File: src/rtl/turtle_motion_pkg.sv
// Shared game constants, FSM encoding and width helpers for the turtle enemy.
package turtle_motion_pkg;

  localparam int unsigned COORD_W = 11;
  localparam int unsigned SUM_W   = 12;

  localparam int unsigned SCREEN_X_MIN = 0;
  localparam int unsigned SCREEN_X_MAX = 1023;
  localparam int unsigned GROUND_Y     = 400;
  localparam int unsigned SPAWN_X      = 400;

  localparam int unsigned WALK_STEP_PX  = 1;
  localparam int unsigned SHELL_STEP_PX = 4;
  localparam int unsigned STOMP_TOL_PX  = 4;

  localparam int unsigned PRESS_COOLDOWN_FR = 8;
  localparam int unsigned TURN_TIMEOUT_FR   = 4;

  typedef enum logic [1:0] {
    ST_IDLE      = 2'b00,
    ST_MOVE      = 2'b01,
    ST_WAIT_TURN = 2'b10
  } state_e;

  // Zero-extend a screen coordinate so sums of two coordinates cannot wrap.
  function automatic logic [SUM_W-1:0] widen(input logic [COORD_W-1:0] v);
    return {1'b0, v};
  endfunction

endpackage

File: src/rtl/turtle_motion_box_overlap.sv
// Combinational test whether two half-open intervals [pos, pos+len) intersect.
module box_overlap
  import turtle_motion_pkg::*;
(
  input  logic [COORD_W-1:0] a_pos_i,
  input  logic [COORD_W-1:0] a_len_i,
  input  logic [COORD_W-1:0] b_pos_i,
  input  logic [COORD_W-1:0] b_len_i,
  output logic               overlap_o
);

  logic [SUM_W-1:0] a_end;
  logic [SUM_W-1:0] b_end;

  assign a_end = widen(a_pos_i) + widen(a_len_i);
  assign b_end = widen(b_pos_i) + widen(b_len_i);

  // An empty interval never intersects anything.
  assign overlap_o = (a_len_i != '0) && (b_len_i != '0) &&
                     (widen(a_pos_i) < b_end) && (widen(b_pos_i) < a_end);

endmodule

File: src/rtl/turtle_motion.sv
// Turtle enemy motion: walks/slides between the walls, bounces via the sprite
// block, and reports stomps (press_impulse) and side contact (hurt_mario).
module turtle_motion
  import turtle_motion_pkg::*;
#(
  parameter int unsigned X_INIT         = SPAWN_X,
  parameter int unsigned Y_GROUND       = GROUND_Y,
  parameter int unsigned X_MIN          = SCREEN_X_MIN,
  parameter int unsigned X_MAX          = SCREEN_X_MAX,
  parameter int unsigned WALK_STEP      = WALK_STEP_PX,
  parameter int unsigned SHELL_STEP     = SHELL_STEP_PX,
  parameter int unsigned STOMP_TOL      = STOMP_TOL_PX,
  parameter int unsigned PRESS_COOLDOWN = PRESS_COOLDOWN_FR,
  parameter int unsigned TURN_TIMEOUT   = TURN_TIMEOUT_FR
) (
  input  logic               clk,
  input  logic               rstn,
  input  logic               frame_tick,
  input  logic               enable,
  input  logic               oriental,
  input  logic               shell,
  input  logic               shell_anim,
  input  logic [COORD_W-1:0] w,
  input  logic [COORD_W-1:0] h,
  input  logic [COORD_W-1:0] mario_x,
  input  logic [COORD_W-1:0] mario_y,
  input  logic [COORD_W-1:0] mario_w,
  input  logic [COORD_W-1:0] mario_h,
  input  logic               mario_falling,
  output logic [COORD_W-1:0] x,
  output logic [COORD_W-1:0] y,
  output logic               collapsion_impulse,
  output logic               press_impulse,
  output logic               hurt_mario
);

  localparam int unsigned COOL_W = $clog2(PRESS_COOLDOWN + 1) > 0 ? $clog2(PRESS_COOLDOWN + 1) : 1;
  localparam int unsigned TURN_W = $clog2(TURN_TIMEOUT + 1) > 0 ? $clog2(TURN_TIMEOUT + 1) : 1;

  localparam logic [SUM_W-1:0]   X_MIN_S      = SUM_W'(X_MIN);
  localparam logic [SUM_W-1:0]   X_MAX_S      = SUM_W'(X_MAX);
  localparam logic [SUM_W-1:0]   WALK_STEP_S  = SUM_W'(WALK_STEP);
  localparam logic [SUM_W-1:0]   SHELL_STEP_S = SUM_W'(SHELL_STEP);
  localparam logic [SUM_W-1:0]   STOMP_TOL_S  = SUM_W'(STOMP_TOL);
  localparam logic [COORD_W-1:0] X_INIT_C     = COORD_W'(X_INIT);
  localparam logic [COORD_W-1:0] X_MIN_C      = COORD_W'(X_MIN);
  localparam logic [COORD_W-1:0] X_MAX_C      = COORD_W'(X_MAX);
  localparam logic [COORD_W-1:0] Y_GROUND_C   = COORD_W'(Y_GROUND);
  localparam logic [COOL_W-1:0]  COOL_LOAD    = COOL_W'(PRESS_COOLDOWN);
  localparam logic [TURN_W-1:0]  TURN_LAST    = TURN_W'(TURN_TIMEOUT - 1);

  state_e              state_q;
  logic [COORD_W-1:0]  x_q;
  logic [COORD_W-1:0]  y_q;
  logic                coll_q;
  logic                press_q;
  logic                hurt_q;
  logic                ori_cap_q;
  logic [COOL_W-1:0]   cool_q;
  logic [TURN_W-1:0]   turn_cnt_q;

  logic [SUM_W-1:0]    step;
  logic                step_nz;
  logic [SUM_W-1:0]    right_edge;
  logic                wall_right;
  logic                wall_left;
  logic [COORD_W-1:0]  x_step_d;
  logic [SUM_W-1:0]    mario_bottom;
  logic                stomp_window;
  logic                x_ovl;
  logic                y_ovl;
  logic                can_collide;
  logic                stomp;
  logic                side_hit;

  // NOTE: every combinational output gets a default first so no latch is inferred.
  always_comb begin
    step = '0;
    if (!shell)         step = WALK_STEP_S;
    else if (shell_anim) step = SHELL_STEP_S;
  end

  assign step_nz    = (step != '0);
  assign right_edge = widen(x_q) + widen(w) + step;
  assign wall_right = step_nz && !oriental && (right_edge > X_MAX_S);
  assign wall_left  = step_nz &&  oriental && (widen(x_q) < X_MIN_S + step);
  assign x_step_d   = oriental ? (x_q - step[COORD_W-1:0]) : (x_q + step[COORD_W-1:0]);

  box_overlap u_x_overlap (
    .a_pos_i   (mario_x),
    .a_len_i   (mario_w),
    .b_pos_i   (x_q),
    .b_len_i   (w),
    .overlap_o (x_ovl)
  );

  box_overlap u_y_overlap (
    .a_pos_i   (mario_y),
    .a_len_i   (mario_h),
    .b_pos_i   (y_q),
    .b_len_i   (h),
    .overlap_o (y_ovl)
  );

  // Stomp means Mario's feet land within STOMP_TOL pixels below the turtle's top.
  assign mario_bottom = widen(mario_y) + widen(mario_h);
  assign stomp_window = (mario_bottom >= widen(y_q)) && (mario_bottom <= widen(y_q) + STOMP_TOL_S);
  assign can_collide  = frame_tick && (cool_q == '0) &&
                        ((state_q == ST_MOVE) || (state_q == ST_WAIT_TURN));
  assign stomp        = can_collide && x_ovl && mario_falling && stomp_window;
  assign side_hit     = can_collide && x_ovl && y_ovl && !stomp && step_nz;

  // NOTE: sequential state uses non-blocking assignments so all registers see pre-edge values.
  always_ff @(posedge clk or negedge rstn) begin
    if (!rstn) begin
      state_q    <= ST_IDLE;
      x_q        <= X_INIT_C;
      y_q        <= Y_GROUND_C;
      coll_q     <= 1'b0;
      press_q    <= 1'b0;
      hurt_q     <= 1'b0;
      ori_cap_q  <= 1'b0;
      cool_q     <= '0;
      turn_cnt_q <= '0;
    end else if (!enable) begin
      state_q    <= ST_IDLE;
      x_q        <= X_INIT_C;
      hurt_q     <= 1'b0;
      cool_q     <= '0;
      turn_cnt_q <= '0;
    end else begin
      y_q    <= Y_GROUND_C - h;
      hurt_q <= side_hit;

      if (stomp) begin
        press_q <= ~press_q;
        cool_q  <= COOL_LOAD;
      end else if (frame_tick && (cool_q != '0)) begin
        cool_q <= cool_q - COOL_W'(1);
      end

      unique case (state_q)
        ST_IDLE: begin
          x_q     <= X_INIT_C;
          state_q <= ST_MOVE;
        end
        ST_MOVE: begin
          if (frame_tick) begin
            if (wall_right || wall_left) begin
              x_q        <= wall_right ? (X_MAX_C - w) : X_MIN_C;
              coll_q     <= ~coll_q;
              ori_cap_q  <= oriental;
              turn_cnt_q <= '0;
              state_q    <= ST_WAIT_TURN;
            end else begin
              x_q <= x_step_d;
            end
          end
        end
        ST_WAIT_TURN: begin
          // The sprite block flips oriental in response to the impulse; give up after a timeout.
          if (oriental != ori_cap_q) begin
            state_q <= ST_MOVE;
          end else if (frame_tick) begin
            if (turn_cnt_q == TURN_LAST) begin
              turn_cnt_q <= '0;
              state_q    <= ST_MOVE;
            end else begin
              turn_cnt_q <= turn_cnt_q + TURN_W'(1);
            end
          end
        end
        default: state_q <= ST_IDLE;
      endcase
    end
  end

  assign x                  = x_q;
  assign y                  = y_q;
  assign collapsion_impulse = coll_q;
  assign press_impulse      = press_q;
  assign hurt_mario         = hurt_q;

endmodule

File: config.mk
export PLATFORM = sky130hd
export DESIGN_NAME = turtle_motion
export DESIGN_NICKNAME = d
export VERILOG_FILES = /design/src/rtl/turtle_motion_pkg.sv /design/src/rtl/turtle_motion_box_overlap.sv /design/src/rtl/turtle_motion.sv
export SDC_FILE = /design/constraint.sdc
export NUM_CORES = 1
export LEC_CHECK = 0
export CAP_MARGIN = 20
export CORE_ASPECT_RATIO = 1.25
export CORE_MARGIN = 1.5
export CORE_UTILIZATION = 60
export DETAILED_ROUTE_END_ITERATION = 10
export PLACE_DENSITY_LB_ADDON = 0.05
export RECOVER_POWER = 50
export SKIP_CTS_REPAIR_TIMING = 1
export SYNTH_ARGS = -nofsm -noshare
export SYNTH_HDL_FRONTEND = slang
export SYNTH_HIERARCHICAL = 1
export SYNTH_SLANG_ARGS = --single-unit
File: constraint.sdc
create_clock -name clk -period 6.48 [get_ports clk]
set_input_delay 0.648 -clock clk [delete_from_list [all_inputs] [get_ports clk]]
set_output_delay 0.648 -clock clk [all_outputs]
set_load 0.005 [all_outputs]
==> flow_summary.ini <==
[sta]
hold-worst-slack_ns = 0.4816
skew_ns = 0.002679
setup_viol = 0
post-route-min-period_ns = 4.691
finalCritPeriodShare_pct = 72.39
rsz0062_at_grt = false
finalWorstSetupSlack_ns = 1.789
finalSetupTns_ns = 0
hold_viol = 0
max_freq_ghz = 0.2132
slew_headroom_pct = -29.69
drv_slew = 36
worst_pin_slew_ns = 1.945

[worst_hold_path]
min_to = collapsion_impulse
hp-class = flop to flop
min_path_cells = 1
min_from = collapsion_impulse

[floorplan]
initial_core_util_pct = 60.92
die_y_microns = 121.3
dieWidth_microns = 97.65
io_pins = 99
rows = 43
die_area_sq_um = 11850
core_sq_um = 11030

[power_and_ir_drop]
leakage_nw = 3.635
irDropWorstVdd_mv = 0.1361
p_total_mw = 1.733
p_per_area_nw_per_um2 = 217.6

[setup_path]
worstReg2RegEnd = cool_q[1]
r2r_cells = 17
reg2reg_slack_ns = 2.18
critPathArrivalTime_ns = 4.87
path_class = input pin to flop
crit_path_end_kind = flop
crit_path_cell_trace = clkdlybuf4s50_1 > ha_1 > fa_1 > a21o_1 > a211oi_1 > nor2_1 > nor2_1 > xor2_1 > ha_1 > nand4_1 > o31ai_1 > o2111ai_4 > a221oi_2 > a211oi_2 > and4_1 > o2111ai_2 > nand2_1 > a211oi_1
rr_startpoint = x[0]
critPathLaunchType = input pin
cp_max_fo = 4
crit_required_ns = 6.66
slowest_delay_ns = 0.52
cpMaxStageDelayCell = o31ai_1

[placement]
globalplace.congestion = 1.034
dp_hpwl_microns = 16570
place_inst = 1010
numPortBuffers = 98
place_ws_ns = 1.596

[status]
violations = capacitance limit, slew limit
status = finished with violations

[clocking]
cts.clk_slew.worst_paths_ns = 0.05
cts_root_buf = clkbuf_16
cts_buffers = 5
clk-insertion-delay-late_ns = 0.28
htreeDepth = 2
cts_tree = built
cts.sinks = 35
clockBufferDepth = 2

[routing]
drt_iter0_drc = 241
dr.pass1.iters = 5
drc = 0
ant_nets = 0
routedWlPerCell_microns = 19.44
via_per_inst = 6.418
routed_wl_microns = 19790
via_count = 6534

[synthesis]
synth_top_area_share_pct = 29.05
synthCells = 781
synthDistinctLibCells = 87
yosys-top-cells-count = ha_1, a21oi_1, nor2_1
synth_area_leaders = ha_1, dfrtp_1, xnor2_1, xor2_1, a21oi_1
synthesis.area_sq_um = 6719
synth-seq-cells = 35
avgSynthCellArea_sq_um = 8.603
synth-edff-count = 0
async_reset_ff_share_pct = 100.0
yosys_warnings = 6
yosysTopAreaCell = ha_1
synth_most_common_cell = ha_1
synth_flop_cell = dfrtp_1
synthesis.nets = 1018
ys_seq_area_share_pct = 13.15

[global_route]
grt_pass1_wl_microns = 32150
grt.overflow.total = 0
grt_pass1_vias = 6737
antenna_found_initial = 0
grtUsageTotal_pct = 33.99
grt_max_degree = 36

[cells_and_area]
nFillCells = 885
layoutNonFillerInstCount = 1018
final_layout_size_suffix_gt1_share_pct = 5.776
final_nets = 1119
area_delta_synth_final_pct = 18.57
n_antenna_cell = 0

[flow_run]
maxCapViolCount = 1
-- worst max-delay path by stage --
stage	from	endpoint	slack (ns)	depth (start not counted)
6_report	w[0]	cool_q[1]	1.79	18
5_1_grt	w[0]	cool_q[1]	1.48	18
4_1_cts	mario_y[0]	press_impulse	1.89	18
3_3_place_gp	w[0]	cool_q[1]	1.68	18
3_5_place_dp	mario_y[0]	press_impulse	1.60	18
2_1_floorplan	mario_y[0]	press_impulse	2.56	16
-- through the flow --
step / utilization [%] / cell area (sq um)
2_1_floorplan: - / 6719
3_3_place_gp: 70.96 / 7826
3_5_place_dp: 70.96 / 7826
4_1_cts: 72.27 / 7971
5_1_grt: 72.23 / 7966
6_report: 72.23 / 7966
-- cell usage in the layout (no fill, tap or decap), types with 8 or more instances in the layout --
master,netlist,final
a211oi_1,11,11
a21o_1,18,18
a21oi_1,54,54
clkdlybuf4s50_1,0,89
dfrtp_1,29,29
dlygate4sd3_1,0,8
ha_1,156,156
inv_1,49,49
mux2i_1,8,8
nand2_1,44,44
nand2b_1,11,11
nand3_1,29,29
nor2_1,52,52
nor2b_1,13,13
nor3_1,22,22
nor4_1,11,11
o21a_1,10,10
o21ai_0,35,35
o21ai_1,11,11
xnor2_1,37,37
xor2_1,37,37
-- per-layer routing --
layer | global-route usage, % | part of all wire (%) | routed length [microns]
met5 | 0 | 0 | 0
met3 | 1.959 | 3.1 | 618
met2 | 68.23 | 55 | 10830
met4 | 20.89 | 6.1 | 1213
met1 | 33.58 | 36 | 7128
-- sequential cells by signal, summed over array words and instances, names as in the netlist --
signal and count:
x 11, y 11, hurt_mario 1, collapsion_impulse 1, cool_q 4, ori_cap_q 1
state_q 2, turn_cnt_q 3, press_impulse 1
-- kinds of logic after synthesis --
group | synth area share [%]
flip-flops | 13.15
AND/OR/NAND/NOR | 16.42
AO/OA/AOI/OAI | 24.28
multiplexers | 1.732
adder cells (fa/ha/maj) | 31.14
buffers and inverters | 3.631
XOR/XNOR | 9.646
-- power by group --
part	switching [mW]	leakage (nW)	internal, mW	total, mW
clock network	0.0926	0.0658	0.141	0.234
logic	0.632	3.13	0.528	1.16
registers	0.0769	0.443	0.263	0.340
-- area by class of cell --
cell class / instances / area (sq um) / share of cell area, %
clock buffer: 5 / 125.1 / 1.571
clock inverter: 3 / 20.02 / 0.2513
inverter: 51 / 191.4 / 2.403
multi-input combinational: 689 / 5592 / 70.19
sequential: 35 / 883.3 / 11.09
tap: 135 / 168.9 / 2.120
timing repair buffer: 100 / 985.9 / 12.38
-- worst max-delay path: cells and delay by family --
| kind | cells | cell delay (ns) |
|---|---|---|
| and+or+nand+nor | 5 | 0.73 |
| buffers and inverters | 1 | 0.48 |
| adders and majority gates | 3 | 0.97 |
| AOI/OAI and AO/OA | 8 | 1.96 |
| xor gates and xnor gates | 1 | 0.08 |
(Power assumes the default switching activity.)
